## config.mk

```make
export PLATFORM = sky130hd
export DESIGN_NAME = key_scan
export DESIGN_NICKNAME = d
export VERILOG_FILES = /design/src/rtl/key_scan.sv
export SDC_FILE = /design/constraint.sdc
export NUM_CORES = 1
export LEC_CHECK = 0
export ABC_AREA = 1
export BUFFER_PORTS_ARGS = -buffer_cell sky130_fd_sc_hd__clkbuf_2
export CAP_MARGIN = 0
export CORE_UTILIZATION = 50
export CTS_CLUSTER_DIAMETER = 40
export DETAILED_ROUTE_END_ITERATION = 7
export GPL_ROUTABILITY_DRIVEN = 0
export PLACE_DENSITY = 0.67
export SLEW_MARGIN = 20
export SYNTH_ARGS = -nofsm -noshare
export SYNTH_HDL_FRONTEND = slang
export SYNTH_SLANG_ARGS = --single-unit
```

## constraint.sdc

```tcl
create_clock -name clk -period 23.4 [get_ports clk]
set_clock_uncertainty 0.1 [all_clocks]
set_input_delay 7.02 -clock clk [delete_from_list [all_inputs] [get_ports clk]]
set_output_delay 7.02 -clock clk [all_outputs]
set_load 0.005 [all_outputs]
```

## src/rtl/key_scan.sv

```systemverilog
// key_scan: 4x4 matrix keypad scanner with sweep-level debounce.
//
// Drives one keypad column low at a time, rotating every SCAN_DIV clocks,
// samples the (synchronized) row lines into a 16-bit snapshot and, once per
// full sweep, classifies the snapshot as no key / one key / several keys.
// A key press is accepted after DEBOUNCE consecutive sweeps showing the same
// single key; it is considered released after DEBOUNCE consecutive empty
// sweeps.
//
// Ports:
//   clk      - single clock, all flops on rising edge
//   rst_n    - asynchronous active-low reset
//   KEY_ROW  - row inputs, active low, asynchronous to clk
//   KEY_COL  - column drive, active low, exactly one bit low
//   Scan     - index of the column currently driven low
//   Hex      - code of last accepted key, {row index, column index}
//   valid    - one-cycle pulse on acceptance of a new key press
//   pressed  - high while the accepted key is considered held
module key_scan #(
    parameter int SCAN_DIV = 1000,
    parameter int DEBOUNCE = 4
) (
    input  logic       clk,
    input  logic       rst_n,
    input  logic [3:0] KEY_ROW,
    output logic [3:0] KEY_COL,
    output logic [1:0] Scan,
    output logic [3:0] Hex,
    output logic       valid,
    output logic       pressed
);

    localparam logic [1:0] ST_IDLE    = 2'd0;
    localparam logic [1:0] ST_CONFIRM = 2'd1;
    localparam logic [1:0] ST_HELD    = 2'd2;
    localparam logic [1:0] ST_RELEASE = 2'd3;

    localparam logic [15:0] DIV_LAST = 16'(SCAN_DIV - 1);
    localparam logic [3:0]  DEB      = 4'(DEBOUNCE);

    logic [3:0]  row_meta;
    logic [3:0]  row_sync;
    logic [15:0] div_cnt;
    logic        tick;
    logic        sweep_done;
    logic [15:0] snap;
    logic [15:0] snap_full;
    logic [4:0]  ones;
    logic [3:0]  cls_code;
    logic        cls_none;
    logic        cls_single;
    logic [1:0]  state;
    logic [3:0]  cnt;
    logic [3:0]  cand;
    logic [3:0]  cnt_inc;

    // Row synchronizer
    always_ff @(posedge clk or negedge rst_n) begin
        if (!rst_n) begin
            row_meta <= 4'b1111;
            row_sync <= 4'b1111;
        end else begin
            row_meta <= KEY_ROW;
            row_sync <= row_meta;
        end
    end

    // Column divider
    assign tick = (div_cnt == DIV_LAST);

    always_ff @(posedge clk or negedge rst_n) begin
        if (!rst_n) begin
            div_cnt <= '0;
            Scan    <= '0;
        end else if (tick) begin
            div_cnt <= '0;
            Scan    <= Scan + 2'd1;
        end else begin
            div_cnt <= div_cnt + 16'd1;
        end
    end

    assign KEY_COL    = ~(4'b0001 << Scan);
    assign sweep_done = tick && (Scan == 2'd3);

    // Snapshot with the current column's rows merged in. On the last column
    // this is the complete sweep, so classification sees the fresh column 3
    // bits in the same cycle they are captured.
    always_comb begin
        snap_full = snap;
        for (int unsigned r = 0; r < 4; r++) begin
            snap_full[{2'(r), Scan}] = ~row_sync[r];
        end
    end

    always_ff @(posedge clk or negedge rst_n) begin
        if (!rst_n) begin
            snap <= '0;
        end else if (tick) begin
            snap <= snap_full;
        end
    end

    // Sweep classification: none / single (with its code) / multi
    always_comb begin
        ones     = '0;
        cls_code = '0;
        for (int unsigned i = 0; i < 16; i++) begin
            if (snap_full[i]) begin
                ones     = ones + 5'd1;
                cls_code = 4'(i);
            end
        end
    end

    assign cls_none   = (ones == 5'd0);
    assign cls_single = (ones == 5'd1);
    assign cnt_inc    = cnt + 4'd1;

    // Debounce FSM, advanced only on sweep completion
    always_ff @(posedge clk or negedge rst_n) begin
        if (!rst_n) begin
            state   <= ST_IDLE;
            cnt     <= '0;
            cand    <= '0;
            Hex     <= '0;
            valid   <= 1'b0;
            pressed <= 1'b0;
        end else begin
            valid <= 1'b0;
            if (sweep_done) begin
                case (state)
                    ST_IDLE: begin
                        if (cls_single) begin
                            cand <= cls_code;
                            if (DEB == 4'd1) begin
                                state   <= ST_HELD;
                                cnt     <= '0;
                                Hex     <= cls_code;
                                valid   <= 1'b1;
                                pressed <= 1'b1;
                            end else begin
                                state <= ST_CONFIRM;
                                cnt   <= 4'd1;
                            end
                        end
                    end
                    ST_CONFIRM: begin
                        if (cls_single && (cls_code == cand)) begin
                            if (cnt_inc == DEB) begin
                                state   <= ST_HELD;
                                cnt     <= '0;
                                Hex     <= cand;
                                valid   <= 1'b1;
                                pressed <= 1'b1;
                            end else begin
                                cnt <= cnt_inc;
                            end
                        end else begin
                            state <= ST_IDLE;
                            cnt   <= '0;
                        end
                    end
                    ST_HELD: begin
                        if (cls_none) begin
                            if (DEB == 4'd1) begin
                                state   <= ST_IDLE;
                                cnt     <= '0;
                                pressed <= 1'b0;
                            end else begin
                                state <= ST_RELEASE;
                                cnt   <= 4'd1;
                            end
                        end
                    end
                    default: begin // ST_RELEASE
                        if (cls_none) begin
                            if (cnt_inc == DEB) begin
                                state   <= ST_IDLE;
                                cnt     <= '0;
                                pressed <= 1'b0;
                            end else begin
                                cnt <= cnt_inc;
                            end
                        end else begin
                            state <= ST_HELD;
                            cnt   <= '0;
                        end
                    end
                endcase
            end
        end
    end

endmodule

```

# --- Word level (Yosys, flattened, before mapping) ---
# Index checks and enable logic that the tools add are counted.
totals:
  regBits: 58
  out_inout_bits: 12
  wordCells: 137
classes:
  n_addsub: 18
  magnitude_cmp: 8
  n_eq_ne: 12
  shift: 1
  n_mux: 66
  bitwise: 6
  reduce_logical: 15
ops:
  columns: ["op", "n"]
  rows:
  - ["$mux W5", 15]
  - ["$mux W4", 18]
  - ["$add A5 B1 Y5 const B", 14]
  - ["$bwmux W16", 4]
  - ["$add A16 B1 Y16 const B", 1]
  - ["$eq A16 B10 Y1 const B", 1]
  - ["$mux W16", 1]
  - ["$mux W1", 14]
  - ["$mux W2", 7]
  - ["$pmux W4 S3", 1]
  - ["$lt A4 B5 Y1 const B", 2]
  - ["$reduce_and A5 Y1", 2]
  - ["$demux W1 S2", 4]
  - ["$ge A4 B1 Y1 const B", 2]
  - ["$logic_and A1 B1 Y1", 6]
  - ["$ne A2 B2 Y1 const B", 3]
  - ["$pmux W2 S3", 1]
  - ["$reduce_and A3 Y1", 2]
  - ["$eq A5 B1 Y1 const B", 1]
  - ["$logic_not A5 Y1", 1]
  - ["$lt A2 B5 Y1 const B", 1]
  - ["$lt A3 B5 Y1 const B", 1]
  - ["$ne A5 B1 Y1 const B", 1]
  - ["$not A1 Y1", 5]
  - ["other kinds (17)", 18]

# --- Longest topological paths before layout ---
logic_depth:
  depth_word: 44
  depth_mapped: 66
  depth_no_buf: 65

# --- Worst setup path before layout ---
# No wires, ideal clock.
synth_path:
  kind: "reg2reg"
  startpoint: "reg Scan[0]"
  endpoint: "reg state[1]"
  setup_time_ns: 0.117
  arrival_time_ns: 9.264
  required_time_ns: 23.183
  path_slack_ns: 13.919
  path_stages_with_launch: 64
  n_path_buf: 1
  period_less_slack_ns: 9.481
  cell_sequence: "dfrtp_1 > inv_1 > ha_1 > buf_6 > nand2_1 > o21ai_2 > ha_1 > inv_1 > nand3_1 > nand2_2 > inv_1 > ha_1 > nand2_1 > nand2_1 > ha_1 > nand2_1 > nand2_1 > ha_1 > (+28 left out) > ha_1 > or2_2 > nand2_1 > inv_1 > ha_1 > nand2_1 > o21ai_0 > ha_1 > mux2i_1 > nand3_1 > nor2_4 > nand2_1 > nand2_1 > nand2_2 > nor2_4 > nand2_1 > nand2_1 > nand2_1"
synth_between:
  elab_chain_len: 43
  word_cells_on_any_way: 84
synth_rtl:
  columns: ["item", "line_no", "text"]
  rows:
  - ["from (decl)", "27", "output logic [1:0] Scan,"]
  - ["from (signal assigned)", "77", "Scan <= Scan + 2'd1;"]
  - ["$lt A2 B5 Y1 (implied by the code) / $ge A2 B1 Y1 (equally long branches)", "92", "snap_full[{2'(r), Scan}] = ~row_sync[r];"]
  - ["$logic_and A1 B1 Y1 (implied by the code)", "92", null]
  - ["$mux W1 (implied by the code)", "92", null]
  - ["$demux W1 S2", "92", null]
  - ["$bwmux W16 (4 in series)", "92", null]
  - ["$mux W1", "109", "if (snap_full[i]) begin"]
  - ["$add A1 B1 Y2", "110", "ones = ones + 5'd1;"]
  - ["$mux W5", "109", null]
  - ["(+24 left out)", null, null]
  - ["$add A5 B1 Y5", "110", null]
  - ["$mux W5", "109", null]
  - ["$add A5 B1 Y5", "110", null]
  - ["$mux W5", "109", null]
  - ["$eq A5 B1 Y1", "117", "assign cls_single = (ones == 5'd1);"]
  - ["$logic_and A1 B1 Y1", "149", "if (cls_single && (cls_code == cand)) begin"]
  - ["$ne A3 B3 Y1 (no source line) / $mux W2 (equally long branches)", null, null]
  - ["$reduce_and A5 Y1 (no source line) / $pmux W2 S3 (equally long branches)", null, null]
  - ["to (signal assigned)", "123", "state <= ST_IDLE;"]
  - ["to (signal assigned)", "151", "state <= ST_HELD;"]
  - ["to (signal assigned)", "160", "state <= ST_IDLE;"]
  - ["to (decl)", "52", "logic [1:0] state;"]
# Parallel ways exist; a longest one is shown, timed or not.
# A chain may end at the register's enable or synchronous reset.

# --- Final worst setup path ---
# Same ends and word-level chain as after synthesis.

==> out/metrics.yaml <==
crit_end: "state[1]"
finalNetCount: 743
final_layout_size_suffix_gt1_share_pct: 21.1
tritoncts: "yes"
path_max_fanout: 9
syn-cell-area_sq_um: 4760
root_buffer: "clkbuf_8"
timing.final.setup_violations: 0
placeableCoreArea_sq_um: 9240
synth_commonest_cells: "188 x nand2_1, 101 x inv_1, 59 x nand3_1"
source_to_sink_clock_delay_at_the_later_pin_of_the_worst_skew_pair_ns: 0.34
max_stage_delay_ns: 0.44
worst_ep_arrival_time_ns: 10.41
power.share.sequential_pct: 45.1
fmax_ghz: 0.0973
endpoints_failing_hold: 0
switching_share_pct: 24.4
internal_power_uw: 171
grt_setup_unrepaired: "no"
report.power.total_uw: 227
timing.max_slew.rel_slack_pct: 51.8
post-cts-setup-buffers: 0
powerDensity_nw_per_um2: 43.6
drt-wirelength-per-cell_microns: 11.0
run_status: "complete, no violations"
r2r-end: "state[1]"
p_clk_share_pct: 45.2
drt_iter0_drc: 179
area.sequential_sq_um: 1460
path_common_cell: "nand2_1"
grt_max_degree: 59
share_of_the_clock_period_used_by_the_worst_path_after_layout_pct: 43.9
total_area_of_multi_input_combinational_cells_sq_um: 2820
startpoint_type: "register"
route.vias.total: 4205
syn_nets: 720
cts.clk_slew.worst_paths_ns: 0.07
cts_hold_buffers: 0
power.leakage_nw: 2.79
start_util_pct: 51.6
wirelength_routed_mm: 9.28
crit_path_start: "Scan[0]"
crit_path_top_delay_cell: "ha_1"
placement_rows: 35
fill_cells: 888
cts_htree_levels: 3
ys_seq_elements: 58
numCtsBuffers: 9
grt_overflow: 0
synth-seq-area-share_pct: 30.7
crit_required_ns: 23.54
synthTopCellsByArea: "dfrtp_1 26%, nand2_1 15%, inv_1 8.0%, ha_1 6.6%, nand3_1 6.2%"
via_per_inst: 4.97
yosysUniqueCellTypes: 44
final-max-slew-violation-count: 0
timing_worst_slew_pin_value_ns: 0.715
route.detailed.drc: 0
synth.most_common_cell: "nand2_1"
worst_r2r_path_depth: 64
worst_r2r_startpoint: "Scan[0]"
combPwrFrac_pct: 9.7
rrSetupSlack_ns: 13.13
stdcell_count: 846
design.portCount: 18
synth_top_area_share_pct: 26.3
post-dp-hpwl_mm: 7.40
ir_drop_mv: 0.0418
power.net_switching_uw: 55.4
place.detailed.instances: 830
place.port_buffers: 17
holdCritPathClass: "reg2reg"
synth_ff_type: "dfrtp_1"
criticalPathCategory: "reg2reg"
timing.max_cap.violations: 0
die_w_microns: 99.6
timing.hold.ws_ns: 0.257
cts.sinks: 58
vias_in_the_first_global_route: 3969
critical_path.endpoint_type: "register"
number_of_antenna_violations_at_the_first_check_in_global_routing: 0
synth_warnings: 0
final_antenna_net_count: 0
total_inserted_antenna_cells: 0
fin_setup_tns_ns: 0
die-height_microns: 99.6
synth_top_area_cell: "dfrtp_1"
layout_min_cycle_time_ns: 10.27
dr.pass1.iters: 4
synthArstFlopShare_pct: 100
post_cts.resized_instances: 0
grtUsageTotal_pct: 20.6
cts_buffer_depth: 2
die_area_sq_um: 9920
grt_pass1_wl_mm: 16.7
area_growth_syn_to_layout_pct: 9.04
synthesis.area_per_instance_sq_um: 6.91
postSynthCellCount: 689
synth_enable_flop_cells: 0
cell type report:
| class | count | area share (%) |
|---|---|---|
| timing repair buffer | 19 | 1.93 |
| tap | 129 | 3.11 |
| inverter | 114 | 8.24 |
| clock buffer | 11 | 2.72 |
| multi-input combinational | 510 | 54.4 |
| clock inverter | 5 | 1.49 |
| sequential | 58 | 28.1 |
critical path: cells and delay by family, from the launching register on:
family / cells / cell delay (ns)
adders and majority gates: 15 / 4.16
AOI/OAI and AO/OA: 3 / 0.34
buffers and inverters: 11 / 0.68
and+or+nand+nor: 35 / 4.50
DFF: 1 / 0.41
power groups by stage:
| stage | Sequential (mW) | Combinational (mW) | Clock, mW |
|---|---|---|---|
| 6_report | 0.102 | 0.0220 | 0.102 |
| 5_1_grt | 0.102 | 0.0258 | 0.108 |
| 4_1_cts | 0.102 | 0.0224 | 0.105 |
| 3_5_place_dp | 0.104 | 0.0223 | 0 |
| 3_3_place_gp | 0.104 | 0.0215 | 0 |
| 2_1_floorplan | 0.104 | 0.0167 | 0 |
stage by stage:
stage	cell area [sq um]	utilization [%]	worst slack, ns
floorplan	4760	-	13.92
CTS	5190	56.2	13.11
finish	5190	56.2	13.13
global placement	4970	53.8	13.43
global route	5190	56.2	12.29
detailed placement	4970	53.8	13.15
state kept, by name (all words and copies together) (netlist names), 4 cells and up:
signal,count
cnt,4
row_meta,4
div_cnt,16
row_sync,4
snap,16
cand,4
Hex,4
per-layer routing:
layer,track usage (%),routed length [microns],up-vias
li1,-,-,2239
met3,3.79,196,10
met2,35.4,4300,50
met4,5.88,149,0
met1,26.6,4630,1906
met5,0,0,-
logic make-up (layout without fill, tap and decap cells):
group / after synthesis / after routing / share of synthesized area (%)
DFF: 58 / 58 / 30.7
xor gates and xnor gates: 8 / 8 / 1.47
muxes: 1 / 1 / 0.210
buffers and inverters: 121 / 149 / 10.0
AOI/OAI and AO/OA: 69 / 69 / 8.38
and+or+nand+nor: 407 / 407 / 42.7
adders and majority gates: 25 / 25 / 6.57
layout by cell type, fill, tap and decap left out, drive strengths merged, types with 2 or more instances in the layout:
| master | instances |
|---|---|
| a21oi | 7 |
| a31oi | 3 |
| buf | 2 |
| bufinv | 2 |
| clkbuf | 28 |
| clkinv | 3 |
| dfrtp | 50 |
| dfstp | 8 |
| ha | 25 |
| inv | 113 |
| nand2 | 237 |
| nand3 | 83 |
| nand3b | 6 |
| nand4 | 9 |
| nor2 | 50 |
| nor3 | 9 |
| o211ai | 2 |
| o21ai | 51 |
| or2 | 11 |
| xnor2 | 3 |
| xor2 | 5 |
worst min-delay path by stage:
| stage | from | to | slack, ns | cells past startpoint |
|---|---|---|---|---|
| after CTS | row_meta[3] | row_sync[3] | 0.26 | 0 |
| after global placement | row_meta[0] | row_sync[0] | 0.25 | 0 |
| after detailed placement | row_meta[3] | row_sync[3] | 0.25 | 0 |
| after global routing | row_meta[3] | row_sync[3] | 0.26 | 0 |
| final | row_meta[3] | row_sync[3] | 0.26 | 0 |
| after floorplan | row_meta[0] | row_sync[0] | 0.25 | 0 |
Note: power is estimated with default switching activity, not from simulation.
